===== src/rtl/sort_cap_pkg.sv =====
// rtl/sort_cap_pkg.sv - shared types and constants for the sort result capture block
package sort_cap_pkg;

    typedef enum logic [1:0] {
        IDLE       = 2'd0,
        WAIT_START = 2'd1,
        CAPTURE    = 2'd2,
        DONE       = 2'd3
    } cap_state_e;

    localparam logic [15:0] SIG_INIT         = 16'hFFFF;
    localparam logic [15:0] SIG_POLY_DEFAULT = 16'h1021;

    localparam int                   ERR_CNT_W   = 8;
    localparam logic [ERR_CNT_W-1:0] ERR_CNT_MAX = '1;

    // Saturating increment for the order-error counter.
    function automatic logic [ERR_CNT_W-1:0] sat_inc(input logic [ERR_CNT_W-1:0] v);
        return (v == ERR_CNT_MAX) ? v : v + 1'b1;
    endfunction

endpackage


===== src/rtl/sort_result_capture_if.sv =====
// rtl/sort_result_capture_if.sv - result stream input and status output bundle
//
// master: upstream sort ring / self-test side (drives sort_finish, data_in)
// slave : capture block (drives word and frame status)
//   sort_finish    arm level from the sort layer
//   data_in        serial stream: start bit then MSB-first words
//   word_valid     one-cycle pulse per completed word
//   word_out       last completed word
//   word_idx       index of word_out in the frame
//   done/pass      frame finished / finished cleanly
//   timeout        no start bit within the wait window
//   order_err_cnt  saturating count of order violations
//   signature      CRC-16 over captured data bits
interface sort_result_capture_if
    import sort_cap_pkg::*;
#(
    parameter int WIDTH   = 8,
    parameter int N_WORDS = 16
);
    logic                       sort_finish;
    logic                       data_in;
    logic                       word_valid;
    logic [WIDTH-1:0]           word_out;
    logic [$clog2(N_WORDS)-1:0] word_idx;
    logic                       done;
    logic                       pass;
    logic                       timeout;
    logic [ERR_CNT_W-1:0]       order_err_cnt;
    logic [15:0]                signature;

    modport master (
        output sort_finish, data_in,
        input  word_valid, word_out, word_idx, done, pass, timeout,
               order_err_cnt, signature
    );

    modport slave (
        input  sort_finish, data_in,
        output word_valid, word_out, word_idx, done, pass, timeout,
               order_err_cnt, signature
    );
endinterface


===== src/rtl/crc16_serial.sv =====
// rtl/crc16_serial.sv - bit-serial CRC-16 signature register, MSB-first
//
// clk, rst_n  clock and asynchronous active-low reset
// init        reload the signature with INIT (wins over en)
// en          fold bit_in into the signature this cycle
// bit_in      data bit
// sig         current signature
module crc16_serial
    import sort_cap_pkg::*;
#(
    parameter logic [15:0] POLY = SIG_POLY_DEFAULT,
    parameter logic [15:0] INIT = SIG_INIT
) (
    input  logic        clk,
    input  logic        rst_n,
    input  logic        init,
    input  logic        en,
    input  logic        bit_in,
    output logic [15:0] sig
);
    logic fb;

    assign fb = sig[15] ^ bit_in;

    always_ff @(posedge clk or negedge rst_n) begin
        if (!rst_n) begin
            sig <= INIT;
        end else if (init) begin
            sig <= INIT;
        end else if (en) begin
            sig <= {sig[14:0], 1'b0} ^ (fb ? POLY : 16'h0000);
        end
    end
endmodule


===== src/rtl/sort_result_capture.sv =====
// rtl/sort_result_capture.sv - deserialize, order-check and sign a sorted result frame
//
// t_clk   single clock, rising edge
// rst_n   asynchronous active-low reset
// bus     slave side of sort_result_capture_if (sort_finish/data_in in,
//         word and frame status out)
module sort_result_capture
    import sort_cap_pkg::*;
#(
    parameter int          WIDTH    = 8,
    parameter int          N_WORDS  = 16,
    parameter int          TIMEOUT  = 1024,
    parameter logic [15:0] SIG_POLY = SIG_POLY_DEFAULT
) (
    input logic                  t_clk,
    input logic                  rst_n,
    sort_result_capture_if.slave bus
);
    localparam int BIT_W  = (WIDTH > 1) ? $clog2(WIDTH) : 1;
    localparam int IDX_W  = $clog2(N_WORDS);
    localparam int WAIT_W = (TIMEOUT > 1) ? $clog2(TIMEOUT) : 1;

    cap_state_e state, state_next;

    logic                 sort_finish_q;
    logic [WAIT_W-1:0]    wait_cnt;
    logic [BIT_W-1:0]     bit_cnt;
    logic [IDX_W-1:0]     word_cnt;
    logic [WIDTH-1:0]     shift_reg;
    logic [WIDTH-1:0]     assembled;
    logic [WIDTH-1:0]     word_out_q;
    logic [IDX_W-1:0]     word_idx_q;
    logic                 word_valid_q;
    logic                 done_q;
    logic                 pass_q;
    logic                 timeout_q;
    logic [ERR_CNT_W-1:0] err_cnt;
    logic [ERR_CNT_W-1:0] err_next;
    logic [15:0]          sig;

    logic arm_edge;
    logic last_bit;
    logic last_word;
    logic wait_expired;
    logic arm_fire;
    logic wait_step;
    logic bit_en;
    logic timeout_fire;
    logic word_fire;
    logic frame_end;

    // sort_finish_q resets high so a level already up at reset release is
    // not mistaken for a fresh arm request.
    assign arm_edge     = bus.sort_finish & ~sort_finish_q;
    assign last_bit     = (bit_cnt == BIT_W'(WIDTH - 1));
    assign last_word    = (word_cnt == IDX_W'(N_WORDS - 1));
    assign wait_expired = (wait_cnt == WAIT_W'(TIMEOUT - 1));
    assign assembled    = {shift_reg[WIDTH-2:0], bus.data_in};
    assign word_fire    = bit_en & last_bit;
    assign frame_end    = word_fire & last_word;

    always_ff @(posedge t_clk or negedge rst_n) begin
        if (!rst_n) begin
            state <= IDLE;
        end else begin
            state <= state_next;
        end
    end

    // A low sort_finish aborts WAIT_START/CAPTURE before any data bit or
    // start bit is considered, so abort beats a coincident last bit.
    always_comb begin
        state_next   = state;
        arm_fire     = 1'b0;
        wait_step    = 1'b0;
        bit_en       = 1'b0;
        timeout_fire = 1'b0;
        case (state)
            IDLE: begin
                if (arm_edge) begin
                    state_next = WAIT_START;
                    arm_fire   = 1'b1;
                end
            end
            WAIT_START: begin
                if (!bus.sort_finish) begin
                    state_next = IDLE;
                end else if (bus.data_in) begin
                    state_next = CAPTURE;
                end else if (wait_expired) begin
                    state_next   = DONE;
                    timeout_fire = 1'b1;
                end else begin
                    wait_step = 1'b1;
                end
            end
            CAPTURE: begin
                if (!bus.sort_finish) begin
                    state_next = IDLE;
                end else begin
                    bit_en = 1'b1;
                    if (last_bit && last_word) begin
                        state_next = DONE;
                    end
                end
            end
            DONE: begin
                if (!bus.sort_finish) begin
                    state_next = IDLE;
                end
            end
            default: state_next = IDLE;
        endcase
    end

    // Word 0 has no predecessor; equal neighbours are legal.
    always_comb begin
        err_next = err_cnt;
        if (arm_fire) begin
            err_next = '0;
        end else if (word_fire && (word_cnt != '0) && (assembled < word_out_q)) begin
            err_next = sat_inc(err_cnt);
        end
    end

    always_ff @(posedge t_clk or negedge rst_n) begin
        if (!rst_n) begin
            sort_finish_q <= 1'b1;
            wait_cnt      <= '0;
            bit_cnt       <= '0;
            word_cnt      <= '0;
            shift_reg     <= '0;
            word_out_q    <= '0;
            word_idx_q    <= '0;
            word_valid_q  <= 1'b0;
            done_q        <= 1'b0;
            pass_q        <= 1'b0;
            timeout_q     <= 1'b0;
            err_cnt       <= '0;
        end else begin
            sort_finish_q <= bus.sort_finish;
            word_valid_q  <= word_fire;
            err_cnt       <= err_next;

            if (arm_fire) begin
                wait_cnt  <= '0;
                bit_cnt   <= '0;
                word_cnt  <= '0;
                done_q    <= 1'b0;
                pass_q    <= 1'b0;
                timeout_q <= 1'b0;
            end

            if (wait_step) begin
                wait_cnt <= wait_cnt + 1'b1;
            end

            if (bit_en) begin
                shift_reg <= assembled;
                bit_cnt   <= last_bit ? '0 : bit_cnt + 1'b1;
                if (last_bit) begin
                    word_out_q <= assembled;
                    word_idx_q <= word_cnt;
                    word_cnt   <= last_word ? '0 : word_cnt + 1'b1;
                end
            end

            // pass uses err_next so the final word's comparison counts.
            if (frame_end) begin
                done_q <= 1'b1;
                pass_q <= (err_next == '0);
            end

            if (timeout_fire) begin
                done_q    <= 1'b1;
                timeout_q <= 1'b1;
                pass_q    <= 1'b0;
            end
        end
    end

    crc16_serial #(
        .POLY (SIG_POLY),
        .INIT (SIG_INIT)
    ) u_crc (
        .clk    (t_clk),
        .rst_n  (rst_n),
        .init   (arm_fire),
        .en     (bit_en),
        .bit_in (bus.data_in),
        .sig    (sig)
    );

    assign bus.word_valid    = word_valid_q;
    assign bus.word_out      = word_out_q;
    assign bus.word_idx      = word_idx_q;
    assign bus.done          = done_q;
    assign bus.pass          = pass_q;
    assign bus.timeout       = timeout_q;
    assign bus.order_err_cnt = err_cnt;
    assign bus.signature     = sig;
endmodule


===== src/flat_wrapper.sv =====
// flat-port wrapper written by rule: the top's interface ports become plain ports
module sort_result_capture_flat import sort_cap_pkg::*;
#(
    parameter int          WIDTH    = 8,
    parameter int          N_WORDS  = 16,
    parameter int          TIMEOUT  = 1024,
    parameter logic [15:0] SIG_POLY = SIG_POLY_DEFAULT
)
  (t_clk, rst_n, bus_sort_finish, bus_data_in, bus_word_valid, bus_word_out, bus_word_idx, bus_done, bus_pass, bus_timeout, bus_order_err_cnt, bus_signature);
  sort_result_capture_if #(.WIDTH(WIDTH), .N_WORDS(N_WORDS)) bus_i ();
  input logic t_clk;
  input logic rst_n;
  input wire logic [$bits(bus_i.sort_finish)-1:0] bus_sort_finish;
  input wire logic [$bits(bus_i.data_in)-1:0] bus_data_in;
  output wire logic [$bits(bus_i.word_valid)-1:0] bus_word_valid;
  output wire logic [$bits(bus_i.word_out)-1:0] bus_word_out;
  output wire logic [$bits(bus_i.word_idx)-1:0] bus_word_idx;
  output wire logic [$bits(bus_i.done)-1:0] bus_done;
  output wire logic [$bits(bus_i.pass)-1:0] bus_pass;
  output wire logic [$bits(bus_i.timeout)-1:0] bus_timeout;
  output wire logic [$bits(bus_i.order_err_cnt)-1:0] bus_order_err_cnt;
  output wire logic [$bits(bus_i.signature)-1:0] bus_signature;
  assign bus_i.sort_finish = bus_sort_finish;
  assign bus_i.data_in = bus_data_in;
  assign bus_word_valid = bus_i.word_valid;
  assign bus_word_out = bus_i.word_out;
  assign bus_word_idx = bus_i.word_idx;
  assign bus_done = bus_i.done;
  assign bus_pass = bus_i.pass;
  assign bus_timeout = bus_i.timeout;
  assign bus_order_err_cnt = bus_i.order_err_cnt;
  assign bus_signature = bus_i.signature;
  sort_result_capture #(.WIDTH(WIDTH), .N_WORDS(N_WORDS), .TIMEOUT(TIMEOUT), .SIG_POLY(SIG_POLY)) u_core (.t_clk(t_clk), .rst_n(rst_n), .bus(bus_i));
endmodule

===== config.mk =====
export PLATFORM = sky130hd
export DESIGN_NAME = sort_result_capture_flat
export DESIGN_NICKNAME = d
export VERILOG_FILES = /design/src/rtl/sort_cap_pkg.sv /design/src/rtl/sort_result_capture_if.sv /design/src/rtl/crc16_serial.sv /design/src/rtl/sort_result_capture.sv /design/src/flat_wrapper.sv
export SDC_FILE = /design/constraint.sdc
export NUM_CORES = 1
export LEC_CHECK = 0
export CAP_MARGIN = 20
export CORE_AREA = 2 2 80 82
export DETAILED_ROUTE_END_ITERATION = 10
export DIE_AREA = 0 0 82 84
export PLACE_DENSITY_LB_ADDON = 0.25
export SLEW_MARGIN = 20
export SYNTH_ARGS = -nofsm -noshare
export SYNTH_HDL_FRONTEND = slang
export SYNTH_SLANG_ARGS = --single-unit

===== constraint.sdc =====
create_clock -name t_clk -period 3.3 [get_ports t_clk]
set_input_delay 0.66 -clock t_clk [delete_from_list [all_inputs] [get_ports t_clk]]
set_output_delay 0.66 -clock t_clk [all_outputs]
set_load 0.05 [all_outputs]

==> results.py <==
metrics = {
    "critical_path": {
        "critical_path.startpoint": "bus_sort_finish",
        "crit_path_end": "u_core.bus.pass",
        "regToRegStartpoint": "u_core.bit_cnt[0]",
        "rr_worst_depth": 9,
        "timing_worst_setup_path_type": "in -> reg",
        "startpoint_type": "input pin",
        "critical_path.endpoint_type": "register",
        "critPathRequiredTime_ns": 3.55,
        "arrival_time_at_the_worst_endpoint_ns": 2.99,
        "crit_path_max_fanout": 7,
        "rr_endpoint": "u_core.bus.pass",
        "setup.reg_to_reg.worst_slack_ns": 0.71,
    },
    "synth": {
        "synth.cell_area_sq_um": 3194,
        "synth.avg_cell_area_sq_um": 10.11,
        "yosys_warnings": 0,
        "number_of_standard_cells_after_synthesis": 316,
        "syn_nets": 333,
        "yosys.area.top_type_share_pct": 39.17,
        "netlist_top_cells_area": "dfrtp_1 39%, dfstp_2 14%, nand2_1 5.6%, ha_1 5.1%, o22a_1 3.6%",
        "synth-seq-cells": 67,
        "synth_enable_flop_cells": 0,
        "ys_seq_area_share_pct": 53.15,
        "synth.largest_area_cell": "dfrtp_1",
        "synth-main-ff-cell": "dfrtp_1",
        "asyncSetResetFlopFracSynth_pct": 100.0,
        "synthDistinctLibCells": 52,
    },
    "sta": {
        "layout_worst_path_cycle_share_pct": 83.19,
        "worst_slew_pin_slew_ns": 0.7572,
        "fmax_mhz": 364.3,
        "finalHoldWorstSlack_ns": 0.3779,
        "period_minus_slack_ns": 2.745,
        "finalWorstSetupSlack_ns": 0.5547,
        "final-setup-viol-count": 0,
        "slew_headroom_pct": 49.52,
        "hold_violations": 0,
        "final.setup.tns_ns": 0,
        "slew_violations": 0,
        "worst_clock_skew_ns": 0.006968,
        "grt_setup_unrepaired": "no",
    },
    "global_route": {
        "grt_pass1_wl_mm": 11.11,
        "maximum_number_of_pins_on_one_net_before_global_route_repair": 35,
        "track_usage_pct": 20.87,
        "antenna_found_initial": 0,
        "remaining_global_route_overflow": 0,
        "grt_pass1_vias": 2405,
    },
    "cells_and_area": {
        "top_register": "u_core.u_crc.sig",
        "area_delta_synth_final_pct": 22.44,
        "largest_register_ffs": 16,
        "antenna_cells": 0,
        "most-common-layout-cells": "50 x dfrtp_1, 48 x nand2_1, 42 x clkdlybuf4s50_1, 20 x nor2_1, 19 x o21ai_1",
        "top_regs": "u_core.u_crc.sig: 16 flops, u_core.wait_cnt: 10 flops",
        "mostFrequentLayoutCell": "dfrtp_1",
        "fill_cells": 507,
        "post_route_cells_drive_above_1_share_pct": 13.11,
        "register_area_sq_um": 1698,
        "nNetsFinal": 378,
        "multi_input_area_sq_um": 1374,
    },
    "placement": {
        "dp_hpwl_mm": 4.409,
        "place_worst_setup_slack_ns": 0.1782,
        "gpl.final_weighted_congestion": 0.8221,
        "placement.io_buffers": 43,
    },
    "floorplan": {
        "die_y_um": 84,
        "die_area_sq_um": 6888,
        "dieWidth_um": 82,
        "placement_rows": 29,
        "start_util_pct": 52.40,
        "io-pin-count": 44,
        "fp.coreArea_sq_um": 6096,
    },
    "clocking": {
        "h-tree-depth": 3,
        "clk_pin_slew_worst_paths_ns": 0.07,
        "post-cts-setup-buffers": 0,
        "tritoncts": "yes",
        "cts.path.max_buffers": 2,
        "cts-root-buf": "clkbuf_8",
        "cts-hold-fix-buffers": 0,
        "clock_latency_ns": 0.35,
        "inserted_clock_buffers": 9,
        "numClockSinks": 67,
        "post_cts_resized": 0,
    },
    "route": {
        "length_of_the_first_detailed_routing_pass_in_iterations": 5,
        "routedLengthMet1_mm": 2.934,
        "num_vias": 2468,
        "drtAntennaViolNets": 0,
        "detail_route.wl_per_cell_um": 14.45,
        "post_drt_via_cell_ratio": 5.571,
        "dr_wl_met3_um": 241,
        "drt_drc_violations_left": 0,
        "finalWirelength_mm": 6.402,
        "uppermost_routed_layer": "met4",
        "detail_route.iter0.violations": 137,
        "routed-wl-met2_mm": 3.097,
    },
    "flow_run": {
        "max-cap-violations": 0,
    },
    "power_and_ir_drop": {
        "leakagePower_nw": 1.808,
        "power_per_cell_area_nw_per_um2": 512.8,
        "vdd_drop_max_v": 0.0003542,
    },
    "min_path": {
        "worstHoldPathType": "in -> async",
    },
    "status": {
        "run_status": "complete, no violations",
    },
}
-- logic make-up after synthesis --
logic type / count (synthesis) / share of synthesized area (%)
multiplexers: 3 / 0.9792
flip-flops: 67 / 53.15
adder cells (fa/ha/maj): 13 / 5.092
buffers and inverters: 30 / 3.838
XOR/XNOR: 5 / 1.371
AO/OA/AOI/OAI: 80 / 16.96
AND/OR/NAND/NOR: 118 / 18.61
-- metrics by stage --
step	instance area, sq um	util [%]	instances	power, mW
finish	3911	64.16	443	2.006
global placement	3707	60.82	427	1.315
detailed placement	3707	60.82	427	1.325
floorplan	3194	-	316	1.211
global route	3911	64.16	443	2.104
CTS	3911	64.16	443	2.025
-- area by class of cell --
class                   count  area share, %
clock buffers              12          3.967
clock inverters             4          1.248
inverters                  15          1.440
multi-input cells         219          35.12
flip-flops and latches     67          43.41
well taps                  77          2.463
repair buffers             49          12.35
-- power by group --
| group | internal [mW] | total [mW] | switching [mW] |
|---|---|---|---|
| registers | 0.913 | 0.984 | 0.0713 |
| clock network | 0.389 | 0.698 | 0.309 |
| logic | 0.117 | 0.323 | 0.206 |
-- routing by layer --
metal | up-vias | track usage [%]
met5 | - | 0
met4 | 0 | 10.00
met3 | 10 | 3.571
met2 | 52 | 32.15
met1 | 1195 | 28.30
li1 | 1211 | -
-- cells in the mapped netlist (3+ instances only) --
cell type / number
nand2b_1: 6
dfrtp_1: 50
o21ai_1: 19
a211oi_1: 3
xor2_1: 3
and3_1: 7
and2_1: 3
a22o_1: 3
nor2_1: 20
nor3_1: 3
a21oi_1: 8
ha_1: 13
inv_1: 15
dfstp_2: 17
nor2b_1: 3
nand2_1: 48
o22a_1: 13
clkbuf_1: 12
nand3_1: 10
o21ai_0: 15
o31ai_1: 4
-- how the worst min path moves through the flow --
stage / cells past startpoint / end / slack (ns) / from
after global routing: 1 / u_core.bus.order_err_cnt[4] / 0.45 / rst_n
after floorplan: 0 / u_core.bit_cnt[0] / 0.36 / rst_n
after global placement: 2 / u_core.bus.word_idx[3] / 0.46 / u_core.bus.word_idx[3]
after CTS: 1 / u_core.bus.order_err_cnt[4] / 0.40 / rst_n
final: 1 / u_core.bus.order_err_cnt[4] / 0.38 / rst_n
after detailed placement: 2 / u_core.bus.word_idx[3] / 0.46 / u_core.bus.word_idx[3]
-- critical path, stage by stage --
cell	delay, ns
clkdlybuf4s50_1	0.64
nand4b_4	0.14
a211o_1	0.31
a211oi_2	0.35
and4_1	0.24
nor2_1	0.05
a211o_1	0.30
o41ai_2	0.30
Note: power is estimated with default switching activity, not from simulation.
